### src/rtl/rgb2gray_pipe.sv
// Three-stage valid/ready RGB-to-gray converter (avg, BT.601, max, green).
// Define RGB2GRAY_THRESH_EN to add the iTHRESH/oBIN dark-pupil mask output.
module rgb2gray_pipe #(
  parameter int unsigned DW       = 10,
  parameter int unsigned MODE_DEF = 0
) (
  input  logic          iCLK,
  input  logic          iRST,
  input  logic          iDVAL,
  output logic          oREADY,
  input  logic [DW-1:0] iRed,
  input  logic [DW-1:0] iGreen,
  input  logic [DW-1:0] iBlue,
  input  logic          iSOF,
  input  logic          iMODE_OVR,
  input  logic [1:0]    iMODE,
  output logic          oDVAL,
  input  logic          iREADY,
  output logic [DW-1:0] oDATA,
  output logic          oSOF
`ifdef RGB2GRAY_THRESH_EN
  ,
  input  logic [DW-1:0] iTHRESH,
  output logic          oBIN
`endif
);

  typedef enum logic [1:0] {MODE_AVG, MODE_601, MODE_MAX, MODE_GRN} mode_e;

  // floor(x/3) == (x*M)>>K exactly for every x < 2^(DW+2), since x*(3M-2^K) < 2^K
  localparam int unsigned DIV3_K = DW + 4;
  localparam int unsigned DIV3_M = ((1 << DIV3_K) + 2) / 3;
  localparam int unsigned PW     = 2 * DW + 6;

  logic          v1_q, v1_d, v2_q, v2_d, v3_q, v3_d;
  logic [DW-1:0] r1_q, r1_d, g1_q, g1_d, b1_q, b1_d;
  logic          sof1_q, sof1_d, sof2_q, sof2_d, sof3_q, sof3_d;
  mode_e         mode1_q, mode1_d, mode2_q, mode2_d;
  logic [DW+7:0] acc2_q, acc2_d;
  logic [DW-1:0] b2_q, b2_d, data3_q, data3_d;
  logic [DW-1:0] gray;
  logic          adv1, adv2, adv3, load1, load2, load3, in_xfer;
`ifdef RGB2GRAY_THRESH_EN
  logic [DW-1:0] thr1_q, thr1_d, thr2_q, thr2_d;
  logic          bin3_q, bin3_d;
`endif

  always_comb begin
    // a stage may load when empty or when its successor drains this cycle
    adv3    = v3_q & iREADY;
    load3   = !v3_q | adv3;
    adv2    = v2_q & load3;
    load2   = !v2_q | adv2;
    adv1    = v1_q & load2;
    load1   = !v1_q | adv1;
    oREADY  = load1;
    in_xfer = iDVAL & load1;

    v1_d    = in_xfer | (v1_q & !adv1);
    v2_d    = adv1 | (v2_q & !adv2);
    v3_d    = adv2 | (v3_q & !adv3);

    r1_d    = in_xfer ? iRed   : r1_q;
    g1_d    = in_xfer ? iGreen : g1_q;
    b1_d    = in_xfer ? iBlue  : b1_q;
    sof1_d  = in_xfer ? iSOF   : sof1_q;
    mode1_d = mode1_q;
    if (in_xfer) mode1_d = iMODE_OVR ? mode_e'(iMODE) : mode_e'(MODE_DEF[1:0]);

    acc2_d  = acc2_q;
    b2_d    = adv1 ? b1_q    : b2_q;
    sof2_d  = adv1 ? sof1_q  : sof2_q;
    mode2_d = adv1 ? mode1_q : mode2_q;
    if (adv1) begin
      unique case (mode1_q)
        MODE_AVG: acc2_d = (DW+8)'({2'b00, r1_q} + {2'b00, g1_q} + {2'b00, b1_q});
        MODE_601: acc2_d = (DW+8)'(r1_q) * (DW+8)'(77) + (DW+8)'(g1_q) * (DW+8)'(150)
                         + (DW+8)'(b1_q) * (DW+8)'(29) + (DW+8)'(128);
        MODE_MAX: acc2_d = (DW+8)'((r1_q > g1_q) ? r1_q : g1_q);
        MODE_GRN: acc2_d = (DW+8)'(g1_q);
        default:  acc2_d = '0;
      endcase
    end

    unique case (mode2_q)
      MODE_AVG: gray = DW'((PW'(acc2_q[DW+1:0]) * PW'(DIV3_M)) >> DIV3_K);
      MODE_601: gray = DW'(acc2_q >> 8);
      MODE_MAX: gray = (acc2_q[DW-1:0] > b2_q) ? acc2_q[DW-1:0] : b2_q;
      MODE_GRN: gray = acc2_q[DW-1:0];
      default:  gray = '0;
    endcase

    data3_d = adv2 ? gray   : data3_q;
    sof3_d  = adv2 ? sof2_q : sof3_q;
`ifdef RGB2GRAY_THRESH_EN
    thr1_d  = in_xfer ? iTHRESH : thr1_q;
    thr2_d  = adv1 ? thr1_q : thr2_q;
    bin3_d  = adv2 ? (gray < thr2_q) : bin3_q;
`endif
  end

  always_ff @(posedge iCLK or posedge iRST) begin
    if (iRST) begin
      v1_q    <= 1'b0;
      v2_q    <= 1'b0;
      v3_q    <= 1'b0;
      r1_q    <= '0;
      g1_q    <= '0;
      b1_q    <= '0;
      sof1_q  <= 1'b0;
      sof2_q  <= 1'b0;
      sof3_q  <= 1'b0;
      mode1_q <= MODE_AVG;
      mode2_q <= MODE_AVG;
      acc2_q  <= '0;
      b2_q    <= '0;
      data3_q <= '0;
`ifdef RGB2GRAY_THRESH_EN
      thr1_q  <= '0;
      thr2_q  <= '0;
      bin3_q  <= 1'b0;
`endif
    end else begin
      v1_q    <= v1_d;
      v2_q    <= v2_d;
      v3_q    <= v3_d;
      r1_q    <= r1_d;
      g1_q    <= g1_d;
      b1_q    <= b1_d;
      sof1_q  <= sof1_d;
      sof2_q  <= sof2_d;
      sof3_q  <= sof3_d;
      mode1_q <= mode1_d;
      mode2_q <= mode2_d;
      acc2_q  <= acc2_d;
      b2_q    <= b2_d;
      data3_q <= data3_d;
`ifdef RGB2GRAY_THRESH_EN
      thr1_q  <= thr1_d;
      thr2_q  <= thr2_d;
      bin3_q  <= bin3_d;
`endif
    end
  end

  assign oDVAL = v3_q;
  assign oDATA = data3_q;
  assign oSOF  = sof3_q;
`ifdef RGB2GRAY_THRESH_EN
  assign oBIN  = bin3_q;
`endif

endmodule

### config.mk
export PLATFORM = sky130hd
export DESIGN_NAME = rgb2gray_pipe
export DESIGN_NICKNAME = d
export VERILOG_FILES = /design/src/rtl/rgb2gray_pipe.sv
export SDC_FILE = /design/constraint.sdc
export NUM_CORES = 1
export LEC_CHECK = 0
export ABC_AREA = 1
export BUFFER_PORTS_ARGS = -buffer_cell sky130_fd_sc_hd__clkbuf_2
export CORE_ASPECT_RATIO = 1.75
export CORE_MARGIN = 2
export CORE_UTILIZATION = 60
export DETAILED_ROUTE_END_ITERATION = 8
export PLACE_DENSITY_LB_ADDON = 0.25
export SLEW_MARGIN = 20
export SYNTH_ARGS = -nofsm -noshare
export SYNTH_HDL_FRONTEND = slang
export SYNTH_SLANG_ARGS = --single-unit
### constraint.sdc
create_clock -name iCLK -period 11.4 [get_ports iCLK]
set_clock_uncertainty 0.05 [all_clocks]
set_input_delay 1.14 -clock iCLK [delete_from_list [all_inputs] [get_ports iCLK]]
set_output_delay 1.14 -clock iCLK [all_outputs]
set_load 0.01 [all_outputs]
==> key figures <==
Final layout
  – Most common cell after layout, fill and taps aside: inv_1
  – Most frequent cells in the layout: inv_1, nand2_1, ha_1
  – Antenna fix cells: 0
  – Final cell count without fillers: 1807
  – Post-route design area: 0.0128 mm²
  – Nets: 1942
  – Area Growth Syn to Fin: 6.98%
  – Share of layout cells above drive strength 1: 0.0608

STA
  – Total Neg Setup Slack: 0 ns
  – Slew @ Worst Pin: 0.794 ns
  – Final Setup Violations: 0
  – Final period util: 0.608
  – Max-slew headroom: 0.470
  – Final Hold Fails: 0
  – Max Fclk: 144 MHz
  – RSZ-0062 raised after global routing: no
  – Final min period: 6.93 ns
  – Max Slew Vio Count: 0

Clocking
  – Worst-path clk slew: 0.07 ns
  – CTS tree: yes
  – CTS max path bufs: 2
  – CTS Hold Buffers Added: 0
  – Resized cells post-CTS: 0
  – CTS buffer count: 9
  – Clk Latency, worst-skew pair: 0.36 ns
  – CTS root buf: clkbuf_16
  – Post-CTS Repair Setup Buffers: 0
  – CTS H-tree lvls: 3
  – CTS Sinks: 78

Logic synthesis
  – Seq cells post-synth: 78
  – Post-Synth Simple-Gate Area: 0.179
  – Mapped cell area: 0.0120 mm²
  – Syn_area_per_cell: 7.96 µm²
  – Syn Inst Count: 1508
  – Mux cell area share after synthesis: 0
  – Synth Area in Compound Gates: 0.0919
  – Syn Nets: 1892
  – Register area share after synthesis: 0.163
  – YS warnings: 0
  – Distinct cells, synth: 41
  – Post-synthesis xor/xnor area fraction: 0.0146
  – Largest family of logic cells by synthesized area: adder cells
  – Post-synthesis adder-cell area fraction: 0.438

Critical path
  – Instance count on the critical path: 26
  – Max FO, Critical Path: 8
  – CP endpoint kind: flip-flop
  – R2r worst-path depth: 26
  – Worst path max stage delay: 0.54 ns
  – Family with the most delay on the worst path: adder cells
  – Critical Path Start Type: flip-flop
  – Most used cell, CP: fa_1
  – Critical Path AT: 7.11 ns
  – R2R setup slack: 4.47 ns
  – R2r startpoint: g1_q[5]$_DFFE_PP0P_
  – Critical path buffer and inverter count: 5
  – Worst path slowest cell: fa_1
  – WS Path Type: flip-flop to flip-flop
  – CP Launch Point: g1_q[5]$_DFFE_PP0P_
  – CP required: 11.59 ns

Routing
  – Initial DRC count: 506
  – Post-Route WL: 32400 µm
  – Total number of vias: 10.2k
  – # DRC: 0
  – Post-DRT Antenna Nets: 0
  – Initial DRT Pass Iterations: 5
  – DR WL/cell: 17.9 µm
  – Via density per instance: 5.62

Job
  – Max cap viols: 0

Global routing
  – Initial antenna violation count: 0
  – Pin count of the biggest net entering global routing: 79
  – GRT overflow: 0
  – First-pass GRT wire length: 51500 µm
  – Number of global-route vias before repair: 10.7k
  – Total GRT Usage: 0.314

Floorplanning
  – Site Rows: 68
  – Die width: 111 µm
  – Die Ht: 191 µm
  – Die area: 0.0212 mm²
  – Floorplan Core Area: 0.0197 mm²
  – Initial cell density of the core: 0.610
  – Io pins: 51

Placement
  – Placed Area: 0.0125 mm²
  – Buffers on Ports: 50
  – RePlAce Congestion: 0.993
  – DP Wirelength: 27700 µm
  – Post-Place Cells: 1791

Worst hold path
  – Worst Hold Class: flip-flop to flip-flop
  – Hold_sp: sof2_q$_DFFE_PP0P_
  – Hold path depth: 2

Outcome
  – Status: complete, no violations
## cell families after synthesis
group           Yosys count
buf+inv                 355
xor+xnor                 20
compound gates          200
flops                    78
fa+ha+maj               346
simple gates            509
## Yosys cell counts
library cell	instances	share of area
xor2_1	16	0.012
nand2_4	1	0.00094
a21oi_2	1	0.00073
ha_1	222	0.23
or2_1	1	0.00052
or2_2	3	0.0016
nand4_1	11	0.0057
nand2_2	3	0.0016
a221oi_1	4	0.0029
o22ai_1	9	0.0047
or2_0	1	0.00052
nand2_1	308	0.096
a21o_1	8	0.0050
dfrtp_1	78	0.16
fa_1	124	0.21
clkinv_1	1	0.00031
buf_6	1	0.00094
o21ai_2	2	0.0015
a21oi_1	68	0.028
nor3_1	4	0.0017
inv_1	335	0.10
o21ai_1	5	0.0021
nand3_2	1	0.00083
a21boi_0	4	0.0025
nor4_1	2	0.0010
xnor2_1	4	0.0029
nor2_2	7	0.0036
nor2_4	2	0.0019
nor3_2	1	0.00083
o21bai_1	8	0.0050
o21ai_0	84	0.035
buf_4	2	0.0013
nor2_1	84	0.026
o21a_1	2	0.0013
buf_2	8	0.0033
nand3_1	68	0.028
clkbuf_1	5	0.0016
o211ai_1	2	0.0013
nand3b_1	12	0.0075
a31oi_1	3	0.0016
inv_2	3	0.00094
## through the flow
| step | setup slack, ns | hold slack (ns) | utilization |
|---|---|---|---|
| after floorplan | 4.90 | 0.392 | - |
| after global placement | 4.58 | 0.406 | 0.636 |
| after detailed placement | 4.52 | 0.422 | 0.636 |
| after CTS | 4.50 | 0.429 | 0.652 |
| after global routing | 4.06 | 0.457 | 0.653 |
| final | 4.47 | 0.419 | 0.653 |
## registers in the layout, summed over array words and instances (netlist names), 2 cells and up
| name | count |
|---|---|
| mode1_q | 2 |
| acc2_q | 18 |
| g1_q | 10 |
| b1_q | 10 |
| r1_q | 10 |
| mode2_q | 2 |
| oDATA | 10 |
| b2_q | 10 |
## worst register-to-register path, delay by kind of cell (launching register included)
kind,cells,cell delay [ns]
AO/OA/AOI/OAI,5,0.79
XOR/XNOR,1,0.20
AND/OR/NAND/NOR,4,0.34
adder cells (fa/ha/maj),11,4.62
flip-flops,1,0.50
buffers and inverters,5,0.29
## routing by layer
layer,track usage,wire (µm),part of all wire,vias to the layer above
li1,-,-,-,4852
met1,0.283,10500,0.32,4841
met2,0.621,18000,0.56,308
met3,0.0349,981,0.030,161
met4,0.249,2890,0.089,0
met5,0,0,0,-
## final timing paths
path                                               end
worst min-delay path                  oSOF$_DFFE_PP0P_
max in group asynchronous          b1_q[8]$_DFFE_PP0P_
min in group asynchronous         oDATA[1]$_DFFE_PP0P_
worst min register to register        oSOF$_DFFE_PP0P_
worst max-delay path            acc2_q[17]$_DFFE_PP0P_
worst max register to register  acc2_q[17]$_DFFE_PP0P_
## final cells by class
class | instances | area [µm²]
Multi-Input combinational cell | 1075 | 8690
Fill cell | 1770 | 6820
Sequential cell | 78 | 1950
Inverter | 339 | 1270
Timing Repair Buffer | 55 | 308
Tap cell | 245 | 307
Clock buffer | 11 | 253
Clock inverter | 4 | 53.8
Power is left out: the tool's default activity adds up to more than one toggle a clock period on the data nets, which glitch-free logic cannot reach.
